--- src/rtl/multicycle_control_pkg.sv ---
// Shared opcode, ALU-op and FSM encodings for the multi-cycle RISC-V sequencer.
// The pipelined core reuses the opcode and ALU-op constants.
package multicycle_control_pkg;

   localparam logic [6:0] OP_RTYPE = 7'b0110011;
   localparam logic [6:0] OP_ITYPE = 7'b0010011;
   localparam logic [6:0] OP_LW    = 7'b0000011;
   localparam logic [6:0] OP_SW    = 7'b0100011;
   localparam logic [6:0] OP_BEQ   = 7'b1100011;

   localparam logic [6:0] F7_MUL   = 7'b0000001;

   localparam logic [1:0] ALU_ADD   = 2'b00;
   localparam logic [1:0] ALU_SUB   = 2'b01;
   localparam logic [1:0] ALU_RTYPE = 2'b10;
   localparam logic [1:0] ALU_ITYPE = 2'b11;

   typedef enum logic [2:0] {
      S_IDLE,
      S_FETCH,
      S_DECODE,
      S_EXEC,
      S_MEM,
      S_WB,
      S_MUL_WAIT,
      S_HALT
   } state_t;

   typedef enum logic [2:0] {
      C_R,
      C_I,
      C_LW,
      C_SW,
      C_BEQ,
      C_NONE
   } iclass_t;

endpackage

--- src/rtl/multicycle_decode.sv ---
// Combinational opcode classifier: maps the IR opcode field to an
// instruction class and flags opcodes the sequencer does not support.
module multicycle_decode
   import multicycle_control_pkg::*;
(
   input  logic [6:0] i_op,
   output logic [2:0] o_class,
   output logic       o_legal
);

   always_comb begin
      o_class = C_NONE;
      o_legal = 1'b1;
      case (i_op)
         OP_RTYPE: o_class = C_R;
         OP_ITYPE: o_class = C_I;
         OP_LW:    o_class = C_LW;
         OP_SW:    o_class = C_SW;
         OP_BEQ:   o_class = C_BEQ;
         default:  o_legal = 1'b0;
      endcase
   end

endmodule

--- src/rtl/multicycle_control.sv ---
// Multi-cycle sequencer driving the shared PC/IR/ALU/regfile datapath.
// Define MULTICYCLE_MUL_EN to route funct7=0000001 R-types through the multiplier.
module multicycle_control
   import multicycle_control_pkg::*;
#(
   parameter int MEM_TIMEOUT = 16,
   parameter int CNT_W       = 32
) (
   input  logic             clk_i,
   input  logic             rst_i,
   input  logic [6:0]       Op_i,
   input  logic [6:0]       Funct7_i,
   input  logic             Zero_i,
   input  logic             IMemReady_i,
   input  logic             DMemReady_i,
   input  logic             MulDone_i,
   output logic             PCWrite_o,
   output logic             PCSrc_o,
   output logic             IRWrite_o,
   output logic             IMemReq_o,
   output logic             DMemReq_o,
   output logic             DMemWrite_o,
   output logic [1:0]       ALUOp_o,
   output logic             ALUSrc_o,
   output logic             RegWrite_o,
   output logic             MemtoReg_o,
   output logic             MulStart_o,
   output logic             Illegal_o,
   output logic             BusErr_o,
   output logic             Halted_o,
   output logic [CNT_W-1:0] RetireCnt_o
);

   localparam int WAIT_W = (MEM_TIMEOUT > 1) ? $clog2(MEM_TIMEOUT) : 1;

   state_t             r_state;
   iclass_t            r_class;
   logic               r_isMul;
   logic [WAIT_W-1:0]  r_waitCnt;
   logic [CNT_W-1:0]   r_retireCnt;

   logic [2:0]         w_decClass;
   logic               w_legal;
   logic               w_isMul;
   logic               w_mulDone;
   logic               w_ready;
   logic               w_timeout;
   logic               w_retire;

   multicycle_decode u_decode (
      .i_op    (Op_i),
      .o_class (w_decClass),
      .o_legal (w_legal)
   );

`ifdef MULTICYCLE_MUL_EN
   assign w_isMul   = (Funct7_i == F7_MUL);
   assign w_mulDone = MulDone_i;
`else
   logic w_unused;
   assign w_isMul   = 1'b0;
   assign w_mulDone = 1'b0;
   assign w_unused  = ^{Funct7_i, MulDone_i};
`endif

   // Ready that belongs to whichever bus is currently being requested.
   assign w_ready   = (r_state == S_FETCH) ? IMemReady_i : DMemReady_i;
   assign w_timeout = (MEM_TIMEOUT != 0) && !w_ready &&
                      (r_waitCnt == WAIT_W'(MEM_TIMEOUT - 1));
   assign w_retire  = !rst_i &&
                      ((r_state == S_EXEC && r_class == C_BEQ) ||
                       (r_state == S_MEM && r_class == C_SW && DMemReady_i) ||
                       (r_state == S_WB));
   assign RetireCnt_o = r_retireCnt;

   always_ff @(posedge clk_i) begin
      if (rst_i) begin
         r_state     <= S_IDLE;
         r_class     <= C_NONE;
         r_isMul     <= 1'b0;
         r_waitCnt   <= '0;
         r_retireCnt <= '0;
      end else begin
         r_waitCnt <= '0;
         if (w_retire)
            r_retireCnt <= r_retireCnt + CNT_W'(1);
         case (r_state)
            S_IDLE:   r_state <= S_FETCH;
            S_FETCH: begin
               if (IMemReady_i)
                  r_state <= S_DECODE;
               else if (w_timeout)
                  r_state <= S_HALT;
               else
                  r_waitCnt <= r_waitCnt + WAIT_W'(1);
            end
            S_DECODE: begin
               if (w_legal) begin
                  r_class <= iclass_t'(w_decClass);
                  r_isMul <= (iclass_t'(w_decClass) == C_R) && w_isMul;
                  r_state <= S_EXEC;
               end else begin
                  r_state <= S_FETCH;
               end
            end
            S_EXEC: begin
               case (r_class)
                  C_R:        r_state <= r_isMul ? S_MUL_WAIT : S_WB;
                  C_I:        r_state <= S_WB;
                  C_LW, C_SW: r_state <= S_MEM;
                  default:    r_state <= S_FETCH;
               endcase
            end
            S_MEM: begin
               if (DMemReady_i)
                  r_state <= (r_class == C_LW) ? S_WB : S_FETCH;
               else if (w_timeout)
                  r_state <= S_HALT;
               else
                  r_waitCnt <= r_waitCnt + WAIT_W'(1);
            end
            S_WB:       r_state <= S_FETCH;
            S_MUL_WAIT: if (w_mulDone) r_state <= S_WB;
            S_HALT:     r_state <= S_HALT;
            default:    r_state <= S_IDLE;
         endcase
      end
   end

   // Outputs are held low while reset is asserted so an aborted instruction writes nothing.
   always_comb begin
      PCWrite_o   = 1'b0;
      PCSrc_o     = 1'b0;
      IRWrite_o   = 1'b0;
      IMemReq_o   = 1'b0;
      DMemReq_o   = 1'b0;
      DMemWrite_o = 1'b0;
      ALUOp_o     = ALU_ADD;
      ALUSrc_o    = 1'b0;
      RegWrite_o  = 1'b0;
      MemtoReg_o  = 1'b0;
      MulStart_o  = 1'b0;
      Illegal_o   = 1'b0;
      BusErr_o    = 1'b0;
      Halted_o    = 1'b0;
      if (!rst_i) begin
         case (r_state)
            S_FETCH: begin
               IMemReq_o = 1'b1;
               IRWrite_o = IMemReady_i;
               PCWrite_o = IMemReady_i;
               BusErr_o  = w_timeout;
            end
            S_DECODE: Illegal_o = !w_legal;
            S_EXEC: begin
               case (r_class)
                  C_R: begin
                     ALUOp_o    = ALU_RTYPE;
                     MulStart_o = r_isMul;
                  end
                  C_I: begin
                     ALUOp_o  = ALU_ITYPE;
                     ALUSrc_o = 1'b1;
                  end
                  C_LW, C_SW: begin
                     ALUOp_o  = ALU_ADD;
                     ALUSrc_o = 1'b1;
                  end
                  C_BEQ: begin
                     ALUOp_o   = ALU_SUB;
                     PCWrite_o = Zero_i;
                     PCSrc_o   = Zero_i;
                  end
                  default: ;
               endcase
            end
            S_MEM: begin
               DMemReq_o   = 1'b1;
               DMemWrite_o = (r_class == C_SW);
               BusErr_o    = w_timeout;
            end
            S_WB: begin
               RegWrite_o = 1'b1;
               MemtoReg_o = (r_class == C_LW);
            end
            S_HALT:  Halted_o = 1'b1;
            default: ;
         endcase
      end
   end

endmodule

--- config.mk ---
export PLATFORM = sky130hd
export DESIGN_NAME = multicycle_control
export DESIGN_NICKNAME = d
export VERILOG_FILES = /design/src/rtl/multicycle_control_pkg.sv /design/src/rtl/multicycle_decode.sv /design/src/rtl/multicycle_control.sv
export SDC_FILE = /design/constraint.sdc
export NUM_CORES = 1
export LEC_CHECK = 0
export CAP_MARGIN = 10
export CORE_MARGIN = 2
export CORE_UTILIZATION = 53
export CTS_BUF_LIST = sky130_fd_sc_hd__clkbuf_2 sky130_fd_sc_hd__clkbuf_4 sky130_fd_sc_hd__clkbuf_8
export CTS_CLUSTER_SIZE = 8
export DETAILED_ROUTE_END_ITERATION = 10
export PLACE_DENSITY_LB_ADDON = 0.2
export SLEW_MARGIN = 20
export SYNTH_ARGS = -nofsm -noshare
export SYNTH_HDL_FRONTEND = slang
export SYNTH_SLANG_ARGS = --single-unit
--- constraint.sdc ---
create_clock -name clk_i -period 3.2 [get_ports clk_i]
set_input_delay 0.64 -clock clk_i [delete_from_list [all_inputs] [get_ports clk_i]]
set_output_delay 0.64 -clock clk_i [all_outputs]
set_load 0.02 [all_outputs]
==> impl_results.md, run 1 <==
- Status: completed
- Routability cong.: 0.799
- Clk_lat worst skew: slightly below 0.3 ns
- Critical Path RT: 2.56 ns
- WHS Endpoint: r_waitCnt[0]
- Origin of the worst min-delay path: r_waitCnt[0]
- Synthesized area per cell: 8.42 um2
- Worst-path clk slew: around 0.07 ns
- Met2 usage: 42.1%
- Hold WC Path Type: reg -> reg
- Max-Cap Viols: 0
- CTS buffer count: 5
- Vias in the first global route: between 2000 and 2500
- Final setup TNS: 0 ns
- R2r setup slk: about 0.90 ns
- HPWL Detailed: around 4.1 mm
- CP Cell Sequence: clkdlybuf4s50_1 -> inv_1 -> nand2_1 -> or3_1 -> buf_4 -> nor2_1 -> clkdlybuf4s50_1
- Starting Density: a little over half
- Hold Fails Final Rpt: 0
- Path depth of the worst reg2reg path: 6
- Crit-path max FO: 2
- Synth area leaders: dfxtp_1 36%, xor2_1 7.1%, nor2_1 6.2%
- Post-detailed-route count of antenna-violating nets: 0
- Fmax: approximately 330 MHz
- Period Utilization, post-route: between 90% and 100%
- CP max-delay cell: clkdlybuf4s50_1
- Worst hold stages: 1
- Fin. max-slew vios: 0
- Final min period: between 3 and 4 ns
- Top delay family on crit path: buffers and inverters
- Share of cells above drive strength 1: 9.65%
- Synth-to-Final Area Change: 31.9%
- CP endpoint kind: output pin
- #FFs+latches synth: between 40 and 50
- Syn. warnings: 0
- Unrepaired setup endpoints after global routing: false
- GRT Residual Overflow: 0
- Fillcell total: 370
- Post-CTS Hold Buffers: 0
- Met3 GRT Util: under 10%
- Share of the synthesized area in the top cell type: ~36%
- Row cnt: 24
- Worst path max stage delay: 0.60 ns
- Most frequent cell after synthesis: dfxtp_1
- Skew final: 0.00681 ns
- Total core area: 0.00432 mm2
- Top cells by count, synth: 42 x dfxtp_1, 39 x nor2_1, 19 x xor2_1
- DIE HEIGHT: between 70 and 80 um
- Worst-Margin Slew: around 0.54 ns
- Htree depth: 2
- PwrDens: roughly 330 mW/mm2
- Cell variety after synth: 50
- Worst slew margin: approximately 64%
- Post-synth EDFFs: 0
- # setup viols final: 0
- Via density: roughly 5.7
- Die W: about 70 um
- ANT cells: 0
- Max VDD drop: roughly 0.26 mV
- Sequential element share of the synthesized area: between 30% and 40%
- WL final: ~5.6 mm
- Design area: 0.00310 mm2
- Initial antenna violation count: 0
- Most used cell, CP: clkdlybuf4s50_1
- Static Leak: 1.09 nW
- Root Buffer: clkbuf_8
- Cells after synthesis: about 280
- Reg-to-reg startpoint: r_state[1]
- Gr busiest metal: met2
- Nets: roughly 360
- Total number of vias: around 2300
- # IOs: 67
- CP arrival: 2.41 ns
- Avg WL per Cell: between 10 and 15 um
- Port bufs: between 50 and 60
- TritonCTS clock tree: built
- CP bufs+invs: 4
- Ys flop type: dfxtp_1
- Tot GR Track Use: about a quarter
- Ys async rst share: 0%
- First-pass iteration count of the detailed router: 4
- DRC Markers: 0
- Worst setup SP type: primary input
- DP Area: slightly below 0.003 mm2
- Setup Fix Bufs, Post-CTS: 0
- Largest net degree at the start of global routing: 37
- Post-Syn Area: 0.00235 mm2
- Die area: about 0.0050 mm2
- Synth area leader: dfxtp_1
- Kind of critical path: in -> out
- 1st-iter DRT viols: around 170
- Met1 Use GR: 27.5%
- TritonCTS Sinks: between 40 and 50
- Global-route wire length before repair: approximately 9.5 mm
- Syn nets: ~300
- Longest Clk Path Bufs: 2
- RR Endpoint: RetireCnt_o[31]
## power breakdown
part           switching (W)  leakage, nW  internal, W
registers         0.00000383        0.339     0.000525
clock network       0.000181       0.0548     0.000241
logic              0.0000440        0.698    0.0000367
total               0.000229         1.09     0.000803
## registers in the layout (all words and copies together) (netlist names)
name	cells
RetireCnt_o	32
r_state	3
r_class	3
r_waitCnt	4
## metrics by stage
step	hold WS, ns	util, %	std cells	power [W]	setup WS, ns
after global placement	0.435	69.0	386	0.000620	0.00343
after detailed placement	0.452	69.0	386	0.000622	-0.0367
after global routing	0.491	71.6	394	0.00107	0.0313
final	0.471	71.6	394	0.00103	0.152
after floorplan	0.418	-	279	0.000587	0.197
after CTS	0.466	71.6	394	0.00104	0.0842
## cell type report
type,instances,area (um2),area share [%]
Clock buffer,6,76.3,2.46
Clock inverter,2,37.5,1.21
Inverter,12,45.0,1.45
Multi-Input combinational cell,209,1360,43.8
Sequential cell,42,841,27.2
Tap cell,52,65.1,2.10
Timing Repair Buffer,71,676,21.8
## logic make-up after synthesis
group,synth area share (%)
AOI/OAI and AO/OA,19.2
xor gates and xnor gates,8.58
adders and majority gates,1.07
buffers and inverters,6.45
DFF,35.8
muxes,1.76
other,0.160
and+or+nand+nor,27.0
## how the worst max path moves through the flow
stage | startpoint | slack, ns | cells past startpoint | to
finish | rst_i | 0.15 | 7 | ALUOp_o[0]
global route | rst_i | 0.03 | 7 | ALUOp_o[0]
CTS | rst_i | 0.08 | 6 | PCSrc_o
detailed placement | DMemReady_i | -0.04 | 6 | BusErr_o
global placement | rst_i | 0.003 | 7 | PCWrite_o
floorplan | rst_i | 0.20 | 6 | PCWrite_o
## layout by cell type (no fill, tap or decap), types with 12 or more instances in the layout
cell             count
a21oi_1             16
buf_4               14
clkdlybuf4s50_1     54
dfxtp_1             42
inv_1               12
nand2_1             13
nor2_1              39
nor3_1              12
o21ai_0             12
xor2_1              19
## per-layer routing
metal | up-vias | routed length [um]
met4 | 0 | 50
met2 | 59 | 2830
li1 | 1123 | -
met1 | 1070 | 2380
met3 | 6 | 357
met5 | - | 0
## timing repair
item,CTS,global route
setup endpoints to repair,2,1
gates cloned,0,0
endpoints found under the hold margin,0,0
resized for setup,2,1
Note: power is estimated with default switching activity, not from simulation.
==> run 2: changes to the inputs <==
Settings changed: SKIP_LAST_GASP set to 1.
==> results of run 2 <==
No change in the layout: final DEF, timing and power equal those of run 1.
==> run 3: changes to the inputs <==
Settings changed: CORE_UTILIZATION 53 to 51, CTS_BUF_LIST sky130_fd_sc_hd__clkbuf_2 sky130_fd_sc_hd__clkbuf_4 sky130_fd_sc_hd__clkbuf_8 to sky130_fd_sc_hd__clkbuf_16, SLEW_MARGIN 20 to 40.
==> run 3 against run 2 <==
  * Clock-buffer cell count shrank 1
  * Register-to-register slack is essentially flat
  * Clock power grew 15%
  * Worst hold slack lost 0.010 ns
  * Flip-flop and latch count is the same
  * Critical endpoint unchanged
  * Largest cell class unchanged
  * Highest routed layer unchanged
==> impl_results.md, run 3 (same netlist as run 1, synthesis figures left out) <==
- Nets: 362 (-0.28%)
- Port bufs: 57 (unchanged)
- DRC Markers: 0 (unchanged)
- Met3 GRT Util: 5.20% (+0.076 points)
- Initial antenna violation count: 0 (unchanged)
- Reg-to-reg startpoint: r_state[1]
- GRT Residual Overflow: 0 (unchanged)
- Static Leak: 1.09 nW (+0.10%)
- Die W: 71.9 um (+1.8%)
- Most common cell after layout, fill and taps aside: clkdlybuf4s50_1
- Gate power share: 7.4% (-0.4 points)
- Synth-to-Final Area Change: 33.0%
- RR Endpoint: RetireCnt_o[31]
- Met2 usage: 39.0% (-3.1 points)
- Int Power: 0.000848 W (+5.5%)
- Max reg flops: 32 (unchanged)
- Most used cell, CP: clkdlybuf4s50_1
- Die area: 0.00516 mm2 (+3.7%)
- Worst path max stage delay: 0.60 ns (about the same)
- Fin. max-slew vios: 0 (unchanged)
- Clk pwr share: 44.2% (+3.3 points)
- WL final: 5.68 mm (+1.1%)
- Worst-path clk slew: 0.05 ns (-0.02 ns)
- HPWL Detailed: 3.95 mm (-4.1%)
- Design area: 0.00312 mm2 (+0.89%)
- Met1 Use GR: 29.0% (+1.4 points)
- CP Cell Sequence: clkdlybuf4s50_1 -> inv_1 -> nand2_1 -> or3_1 -> buf_4 -> nor2_1 -> clkdlybuf4s50_1
- Path depth of the worst reg2reg path: 6 (unchanged)
- DIE HEIGHT: 71.9 um (+1.8%)
- Tot GR Track Use: 23.0% (-0.29 points)
- Root Buffer: clkbuf_16
- Sw Pwr: 0.000249 W (+8.6%)
- Fillcell total: 387 (+4.6%)
- Starting Density: 53.6% (-0.74 points)
- Post-CTS Hold Buffers: 0 (unchanged)
- Hold WC Path Type: reg -> reg
- # setup viols final: 0 (unchanged)
- Sw Ratio: 22.7% (+0.50 points)
- Post-detailed-route count of antenna-violating nets: 0 (unchanged)
- Final setup TNS: 0 ns (unchanged)
- TritonCTS clock tree: built
- Clk_lat worst skew: 0.29 ns (about the same)
- Htree depth: 2 (unchanged)
- CP max-delay cell: clkdlybuf4s50_1
- Status: completed
- Final min period: 3.09 ns (+0.0374 ns)
- PwrDens: 351 mW/mm2 (+5.3%)
- Worst slew margin: 66.0% (+2.0 points)
- Longest Clk Path Bufs: 2 (unchanged)
- Avg WL per Cell: 14.4 um (+1.3%)
- Total number of vias: 2237 (-0.93%)
- Max VDD drop: 0.212 mV (-18%)
- Vias in the first global route: 2046 (-5.8%)
- Kind of critical path: in -> out
- Worst setup SP type: primary input
- Hold Fails Final Rpt: 0 (unchanged)
- Period Utilization, post-route: 96.4% (+1.2 points)
- Worst setup path endpoint: ALUOp_o[0]
- Unrepaired setup endpoints after global routing: false
- First-pass iteration count of the detailed router: 4 (unchanged)
- # IOs: 67 (unchanged)
- Fmax: 324 MHz (-1.2%)
- Largest net degree at the start of global routing: 38 (+2.7%)
- 1st-iter DRT viols: 159 (-5.9%)
- CP arrival: 2.45 ns (+0.04 ns)
- Skew final: 0.00715 ns (+0.000343 ns)
- Via density: 5.69 (-0.68%)
- Row cnt: 24 (unchanged)
- CTS buffer count: 5 (unchanged)
- Hold slack: 0.461 ns (-0.0102 ns)
- Commonest cells after routing, fill and taps aside: 55 x clkdlybuf4s50_1, 42 x dfxtp_1, 39 x nor2_1
- Routability cong.: 0.887 (+11%)
- Crit-path max FO: 2 (unchanged)
- TritonCTS Sinks: 42 (unchanged)
- Critical Path RT: 2.56 ns (about the same)
- Crit. Startpoint: rst_i
- Total core area: 0.00438 mm2 (+1.4%)
- Max-Cap Viols: 0 (unchanged)
- ANT cells: 0 (unchanged)
- Share of cells above drive strength 1: 9.38% (-0.26 points)
- Final core occ: 71.3% (-0.35 points)
- Seq pwr share: 48.4% (-2.9 points)
- Gr busiest metal: met2
- Worst-Margin Slew: 0.510 ns (-0.0297 ns)
- R2r setup slk: 0.90 ns (about the same)
- Global-route wire length before repair: 9.49 mm (-0.58%)
- Total power: 0.00110 W (+6.2%)
- CP endpoint kind: output pin
- DP Area: 0.00298 mm2 (-0.25%)
## run 3: changes by cell type in the layout (fill, tap and decap cells not counted), sizes merged
cell           previous run  this run
buf                      14        13
bufinv                    1         0
clkbuf                    6         5
clkdlybuf4s50            54        55
clkinv                    0         2
dlygate4sd2               2         1
## run 3: power groups by stage
stage           logic, W  registers (W)  clock network (W)
2_1_floorplan  0.0000468       0.000540                  0
3_3_place_gp   0.0000790       0.000542                  0
3_5_place_dp   0.0000797       0.000542                  0
4_1_cts        0.0000808       0.000530           0.000494
5_1_grt        0.0000882       0.000531           0.000517
6_report       0.0000812       0.000530           0.000485
## run 3: area by class of cell
cell class,count,area (um2),area share [%]
Timing Repair Buffer,70,669,21.4
Tap cell,52,65.1,2.08
Sequential cell,42,841,26.9
Inverter,12,45.0,1.44
Clock inverter,3,16.3,0.521
Multi-Input combinational cell,209,1360,43.6
Clock buffer,5,125,4.00
## run 3: repair_timing
action                     in CTS  in global routing
setup buffers                   0                  0
setup endpoints to repair       2                  1
resized for setup               2                  1
gates cloned                    0                  0
## run 3: worst min-delay path by stage
stage / start / end / slack [ns] / depth (start not counted)
floorplan: r_waitCnt[0] / r_waitCnt[0] / 0.42 / 1
global placement: r_waitCnt[0] / r_waitCnt[0] / 0.44 / 1
detailed placement: r_waitCnt[0] / r_waitCnt[0] / 0.46 / 1
CTS: r_waitCnt[0] / r_waitCnt[0] / 0.46 / 1
global route: r_waitCnt[0] / r_waitCnt[0] / 0.49 / 1
finish: r_waitCnt[0] / r_waitCnt[0] / 0.46 / 1
## run 3: stage by stage
step / std cells / setup slack [ns]
3_5_place_dp: 385 / -0.0539
3_3_place_gp: 385 / 0.00612
4_1_cts: 393 / 0.0242
2_1_floorplan: 279 / 0.197
5_1_grt: 393 / 0.0351
6_report: 393 / 0.115
## run 3: critical path: cells and delay by family
family / cells / cell delay, ns
simple gates: 3 / 0.55
buf+inv: 4 / 1.26
## run 3: layer usage
layer	vias to the layer above	routed length [um]
met5	-	0
met3	10	383
met4	0	83
met1	1038	2520
met2	66	2690
li1	1123	-
